`src/rtl/maxpool_2x2.sv`:
```
// Streaming 2x2 stride-2 signed max-pool over a raster-ordered activation stream.
// A half-width line buffer carries horizontal pair maxima from even rows to odd rows.
module maxpool_2x2 #(
  parameter int dataWidth = 8,
  parameter int IMG_W     = 26,
  parameter int IMG_H     = 26
) (
  input  logic                 clk,
  input  logic                 rst,
  input  logic                 in_valid,
  input  logic [dataWidth-1:0] in_data,
  output logic                 out_valid,
  output logic [dataWidth-1:0] out_data,
  output logic                 frame_done
);

  localparam int PW = IMG_W / 2;
  localparam int PH = IMG_H / 2;
  localparam int CW = (IMG_W > 2) ? $clog2(IMG_W) : 1;
  localparam int RW = (IMG_H > 2) ? $clog2(IMG_H) : 1;
  localparam int LW = (PW > 1) ? $clog2(PW) : 1;

  localparam logic [CW-1:0] COL_LAST      = CW'(IMG_W - 1);
  localparam logic [RW-1:0] ROW_LAST      = RW'(IMG_H - 1);
  localparam logic [RW-1:0] LAST_POOL_ROW = RW'(2 * PH - 1);

  typedef enum logic [1:0] {IDLE_ROW, POOL_ROW, DISCARD} state_t;

  state_t               r_state;
  logic [CW-1:0]        r_col;
  logic [RW-1:0]        r_row;
  logic [dataWidth-1:0] r_h;
  logic                 r_out_valid;
  logic [dataWidth-1:0] r_out_data;
  logic                 r_frame_done;
  logic [dataWidth-1:0] r_line_buf [PW];

  logic [LW-1:0]        w_lb_idx;
  logic [dataWidth-1:0] w_lb_rd;
  logic [dataWidth-1:0] w_hmax;
  logic [dataWidth-1:0] w_vmax;

  function automatic logic [dataWidth-1:0] smax(input logic [dataWidth-1:0] a,
                                                input logic [dataWidth-1:0] b);
    return ($signed(a) > $signed(b)) ? a : b;
  endfunction

  always_comb begin
    w_lb_idx = LW'(r_col >> 1);
    w_lb_rd  = r_line_buf[w_lb_idx];
    w_hmax   = smax(r_h, in_data);
    w_vmax   = smax(w_lb_rd, w_hmax);
  end

  // Line buffer is deliberately not reset: each entry is rewritten on every even row before use.
  always_ff @(posedge clk) begin
    if (!rst && in_valid && r_col[0] && r_state == IDLE_ROW)
      r_line_buf[w_lb_idx] <= w_hmax;
  end

  always_ff @(posedge clk) begin
    if (rst) begin
      r_state      <= IDLE_ROW;
      r_col        <= '0;
      r_row        <= '0;
      r_h          <= '0;
      r_out_valid  <= 1'b0;
      r_out_data   <= '0;
      r_frame_done <= 1'b0;
    end else begin
      r_out_valid  <= 1'b0;
      r_frame_done <= 1'b0;
      if (in_valid) begin
        if (!r_col[0]) begin
          r_h <= in_data;
        end else if (r_state == POOL_ROW) begin
          r_out_valid <= 1'b1;
          r_out_data  <= w_vmax;
        end

        if (r_col == COL_LAST) begin
          r_col <= '0;
          if (r_row == ROW_LAST) begin
            r_row        <= '0;
            r_state      <= IDLE_ROW;
            r_frame_done <= 1'b1;
          end else begin
            r_row <= r_row + RW'(1);
            // Leaving the last complete row pair of an odd-height frame enters the discard pass.
            if (r_row == LAST_POOL_ROW)
              r_state <= DISCARD;
            else
              r_state <= (r_state == IDLE_ROW) ? POOL_ROW : IDLE_ROW;
          end
        end else begin
          r_col <= r_col + CW'(1);
        end
      end
    end
  end

  assign out_valid  = r_out_valid;
  assign out_data   = r_out_data;
  assign frame_done = r_frame_done;

endmodule
```
`config.mk`:
```
export PLATFORM = sky130hd
export DESIGN_NAME = maxpool_2x2
export DESIGN_NICKNAME = d
export VERILOG_FILES = /design/src/rtl/maxpool_2x2.sv
export SDC_FILE = /design/constraint.sdc
export NUM_CORES = 1
export LEC_CHECK = 0
export BUFFER_PORTS_ARGS = -buffer_cell sky130_fd_sc_hd__buf_2
export CORE_UTILIZATION = 40
export CTS_BUF_LIST = sky130_fd_sc_hd__clkbuf_8
export DETAILED_ROUTE_END_ITERATION = 6
export HOLD_SLACK_MARGIN = 0.08
export MAX_ROUTING_LAYER = met4
export SLEW_MARGIN = 5
export SYNTH_ARGS = -nofsm -noshare
export SYNTH_HDL_FRONTEND = slang
export SYNTH_SLANG_ARGS = --single-unit
```
`constraint.sdc`:
```
create_clock -name clk -period 3.5 [get_ports clk]
set_input_delay 0.525 -clock clk [delete_from_list [all_inputs] [get_ports clk]]
set_output_delay 0.525 -clock clk [all_outputs]
set_load 0.01 [all_outputs]
```
==> results.tsv, run 1 <==
metric	value	unit
Total GRT Usage	17.8	%
sequential cell area fraction in the yosys report	64.2	%
CTS clk-pin slew, worst paths	80	ps
Die Y	123	um
Post-route DRC	0	
CP peak stage delay	330	ps
endpoints failing setup	0	
vias in the first global route	3417	
cell taking the most area after synthesis	edfxtp_1	
via count	3443	
max-slew violation count	0	
chip width	123	um
synth warn	0	
minimum clock period after layout	3210	ps
first-pass GRT wire length	18500	um
mapped cell area	5900	um2
Synth Register Bits	137	
top cells by count, synth	104 x edfxtp_1, 44 x nand2_1, 33 x dfxtp_1	
Final Cell Area	6900	um2
H-tree depth	4	
Finished Core Util	47.7	%
Crit-path slowest cell	dfxtp_1	
period utilisation layout	91.7	%
largest net degree at the start of global routing	17	
hold buffers post-CTS	0	
First-pass DRT Iterations	4	
top cells by area, synth	edfxtp_1 53%, dfxtp_1 11%, mux4_2 6.5%	
Root Buffer	clkbuf_8	
critical path's top delay family	compound AO/OA/AOI/OAI gates	
DP Area	6490	um2
Post-synth EDFFs	104	
PortBufs	20	
WL per Instance	18.2	um
cell with the most instances after synthesis	edfxtp_1	
FMAX	312	MHz
Layout Skew	11.0	ps
n_diodes	0	
Mapped Nets	430	
critical path class	flip-flop to flip-flop	
synthesized instance count	399	
via/cell ratio	5.18	
initial drt markers	228	
gpl congestion	0.849	
area fraction of the dominant cell type after synthesis	53.0	%
Starting Density	40.7	%
status	finished, final reports clean	
crit path DAT	3580	ps
CTS tree	done	
WL final	12100	um
CP bufs+invs	4	
post-route ant nets	0	
worst ir drop on vdd	0.000260	V
PwrDens	492	nW/um2
Fillers	1246	
Final Hold Violating Endpoints	0	
crit path max fanout	8	
post-synth cell types	47	
kind of end point of the critical path	flip-flop	
CTS sink cnt	137	
Post-synth top flop	edfxtp_1	
clock buffer depth	2	
post-cts sizing count	0	
Rel. slew slack	43.9	%
syn_area_per_cell	14.8	um2
crit path cell chain	ha_1 > nand4_1 > o32ai_2 > a31oi_1 > a21oi_4 > buf_6 > buf_4 > mux2i_2 > inv_2 > ha_1 > nand3b_1 > a21oi_1 > a2111oi_2 > a211oi_2 > buf_4 > nand2_1 > o221ai_2	
crit start category	flip-flop	
Clk Latency, worst-skew pair	450	ps
worst hold path type	primary input to flip-flop	
Post-synth ARST share	0	%
RSZ-0062 raised after global routing	false	
Setup Fix Bufs, Post-CTS	0	
number of nets in the layout	499	
grt total ovfl	0	
FP Rows	44	
Area growth syn-to-layout	17.1	%
hpwl dp	8520	um
MaxCap Viol Count	0	
leakage power	2.49	nW
Critical Path RT	3870	ps
worst slew pin tran	839	ps
die area	15200	um2
io pins	21	
share of cells above drive strength 1	28.7	%
Pwr Total	3.39	mW
CTS Buf Count	17	
Core Footprint	14500	um2
initial antenna violation count	0	
-- registers in the layout (all words and copies together) (netlist names), named ones only --
name        count
frame_done      1
out_data        8
out_valid       1
r_col           5
r_h             8
r_line_buf    104
r_row           5
r_state         1
-- layout by cell type (no fill, tap or decap), types with 2 or more instances in the layout --
cell type / instances
a21o_1: 2
a21oi_1: 14
a31oi_1: 5
buf_2: 20
buf_4: 44
bufinv_16: 2
clkbuf_8: 17
clkinv_1: 2
clkinv_4: 3
clkinvlp_4: 3
dfxtp_1: 33
edfxtp_1: 104
ha_1: 20
inv_1: 22
inv_6: 3
mux2_2: 5
mux2i_1: 9
mux2i_2: 3
mux4_1: 7
mux4_2: 17
nand2_1: 44
nand2b_1: 9
nand3_1: 8
nand3b_1: 2
nand4_1: 6
nor2_1: 25
nor2b_1: 2
nor3_1: 5
o211ai_1: 2
o211ai_2: 5
o21ai_2: 3
o22ai_1: 4
or3_1: 3
xnor2_1: 3
xor2_1: 5
-- through the flow --
| stage | hold WS (ps) | instances | setup slack (ps) | TNS [ps] |
|---|---|---|---|---|
| floorplan | 452 | 399 | 21.6 | 0 |
| global placement | 450 | 633 | -41.5 | -189 |
| detailed placement | 467 | 633 | -126 | -777 |
| CTS | 404 | 665 | 184 | 0 |
| global route | 445 | 665 | 18.9 | 0 |
| finish | 447 | 665 | 292 | 0 |
-- final timing paths --
path         startpoint  slack, ps  cells after the start     endpoint
max reg2reg      r_h[7]        290                     17  out_data[0]
min reg2reg      r_h[6]        480                      2       r_h[6]
max              r_h[7]        290                     17  out_data[0]
min            in_valid        450                      2     r_col[1]
-- cells by family after synthesis --
group | after synthesis | share of synthesized area (%)
mux | 42 | 12.8
buf+inv | 38 | 3.12
fa+ha+maj | 20 | 4.24
compound gates | 46 | 6.03
xor+xnor | 8 | 1.19
simple gates | 108 | 8.49
flops | 137 | 64.2
-- power by group --
| group | total [mW] | internal, mW | switching (mW) |
|---|---|---|---|
| Clock | 1.26 | 0.632 | 0.628 |
| Sequential | 1.80 | 1.79 | 0.0124 |
| Combinational | 0.332 | 0.140 | 0.192 |
-- final cells by class --
cell class	instances	area, um2	area share, %
well taps	184	230	3.33
inverters	22	82.6	1.20
multi-input cells	224	1960	28.4
repair buffers	66	462	6.69
clock inverters	15	151	2.19
flip-flops and latches	137	3780	54.8
clock buffers	17	234	3.39
-- routing by layer --
layer	global-route usage (%)	wire, um	up-vias
li1	-	-	1645
met1	21.2	5340	1729
met2	28.6	6140	51
met3	4.38	414	18
met4	7.98	181	0
met5	-	0	-
No activity file was read; power rests on OpenSTA's default activity.
==> run 2: changes to the inputs <==
--- a/config.mk
+++ b/config.mk
@@ -6,11 +6,14 @@
 export NUM_CORES = 1
 export LEC_CHECK = 0
 export BUFFER_PORTS_ARGS = -buffer_cell sky130_fd_sc_hd__buf_2
+export CORE_MARGIN = 2
 export CORE_UTILIZATION = 40
 export CTS_BUF_LIST = sky130_fd_sc_hd__clkbuf_8
 export DETAILED_ROUTE_END_ITERATION = 6
 export HOLD_SLACK_MARGIN = 0.08
 export MAX_ROUTING_LAYER = met4
+export PLACE_DENSITY_LB_ADDON = 0.3
+export REMOVE_ABC_BUFFERS = 1
 export SLEW_MARGIN = 5
 export SYNTH_ARGS = -nofsm -noshare
 export SYNTH_HDL_FRONTEND = slang
==> results.tsv, run 2 (synthesis results as in run 1) <==
metric	value	unit	change
WL final	11500	um	-4.5%
vias in the first global route	3539		+3.6%
initial antenna violation count	0		unchanged
share of cells above drive strength 1	26.1	%	-2.6 points
worst hold path type	primary input to flip-flop		
largest net degree at the start of global routing	25		+8
gpl congestion	0.851		+0.22%
Total GRT Usage	15.7	%	-2.1 points
CTS tree	done		
grt total ovfl	0		unchanged
H-tree depth	4		unchanged
met2 Use GR	25.9	%	-2.7 points
CTS clk-pin slew, worst paths	80	ps	about the same
Clk Latency, worst-skew pair	430	ps	-20 ps
Die Y	125	um	+1.6%
status	finished, final reports clean		
worst slew pin tran	794	ps	-45.3 ps
Final Cell Area	6800	um2	-1.5%
Core Footprint	14500	um2	unchanged
minimum clock period after layout	3240	ps	+28.7 ps
Largest Register	r_line_buf		
crit path max fanout	8		unchanged
hpwl dp	7930	um	-6.9%
RR Startpoint	r_h[7]		
FP Rows	44		unchanged
MaxCap Viol Count	0		unchanged
met1 GRT Util	19.4	%	-1.8 points
Starting Density	40.7	%	unchanged
leading cell type in the layout, fill and taps excluded	edfxtp_1		
period utilisation layout	92.5	%	+0.82 points
post-route ant nets	0		unchanged
Area growth syn-to-layout	15.3	%	
Root Buffer	clkbuf_8		
GR peak layer	met2		
Rel. slew slack	46.8	%	+3.0 points
max FFs per register	104		unchanged
WL per Instance	17.7	um	-2.6%
initial drt markers	284		+25%
kind of end point of the critical path	flip-flop		
Layout Skew	13.5	ps	+2.52 ps
leakage power	2.45	nW	-1.5%
PwrDens	493	nW/um2	+0.24%
first-pass GRT wire length	18200	um	-1.4%
Critical Path RT	3850	ps	-20 ps
via count	3412		-0.90%
crit start category	flip-flop		
setup TNS	0	ps	unchanged
most frequent cells in the layout	104 x edfxtp_1, 44 x nand2_1, 33 x dfxtp_1		
max-slew violation count	0		unchanged
DP Area	6400	um2	-1.4%
clock buffer depth	2		unchanged
PortBufs	20		unchanged
Pwr Total	3.35	mW	-1.3%
critical path class	flip-flop to flip-flop		
Finished Core Util	47.0	%	-0.72 points
CTS Buf Count	17		unchanged
die area	15700	um2	+3.3%
number of nets in the layout	486		-2.6%
FMAX	309	MHz	-0.89%
First-pass DRT Iterations	4		unchanged
CTS sink cnt	137		unchanged
Post-route DRC	0		unchanged
Setup crit start	r_h[7]		
endpoints failing setup	0		unchanged
Final Hold Violating Endpoints	0		unchanged
n_diodes	0		unchanged
chip width	125	um	+1.6%
io pins	21		unchanged
crit path DAT	3590	ps	about the same
worst ir drop on vdd	0.000261	V	+0.33%
met3 Usage GRT	3.21	%	-1.2 points
Hold Path Origin	in_data[1]		
via/cell ratio	5.23		+1.1%
[run 2: per-stage QoR]
stage	worst slack [ps]	hold WS, ps	std cells
after floorplan	-213	443	383
final	263	372	652
after CTS	69.6	339	652
after global placement	-91.6	455	620
after detailed placement	-226	466	620
after global routing	-7.44	342	652
[run 2: layer usage]
layer,routed length (um),share of wire [%]
met5,0,0
met4,146,1.3
met3,392,3.4
met2,5840,51
met1,5160,45
[run 2: worst paths after layout]
check / end / slack, ps / depth (start not counted)
setup / recovery: out_data[2] / 260 / 13
hold / removal: r_h[1] / 370 / 3
setup reg to reg: out_data[2] / 260 / 13
hold reg to reg: out_data[0] / 480 / 2
[run 2: worst max-delay path, stage by stage (launching register included)]
cell	delay [ps]
dfxtp_1	330
ha_1	340
nand4_1	150
o32ai_2	290
a31oi_1	100
a21oi_4	200
mux2i_1	300
ha_1	300
a21oi_1	170
a21oi_1	90
a2111oi_2	360
a211oi_2	100
nand2b_4	210
o211ai_1	210
[run 2: cell type report]
cell class / instances / area (um2)
clock inverters: 15 / 149
well taps: 184 / 230
multi-input cells: 224 / 1950
flip-flops and latches: 137 / 3780
repair buffers: 53 / 373
clock buffers: 17 / 234
inverters: 22 / 82.6
fillers: 1265 / 7680
[run 2: repair_timing]
| item | 4_1_cts | 5_1_grt |
|---|---|---|
| endpoints found under the setup margin | 0 | 8 |
| resized for setup | 0 | 4 |
| buffers inserted | 0 | 0 |
| hold buffers | 0 | 0 |
| endpoints found under the hold margin | 0 | 0 |
[run 2: power by group]
group | leakage [nW] | switching [mW] | total [mW] | internal, mW
sequential | 1.21 | 0.0116 | 1.80 | 1.79
combinational | 1.04 | 0.179 | 0.311 | 0.132
clock | 0.200 | 0.602 | 1.24 | 0.637
total | 2.45 | 0.793 | 3.35 | 2.56
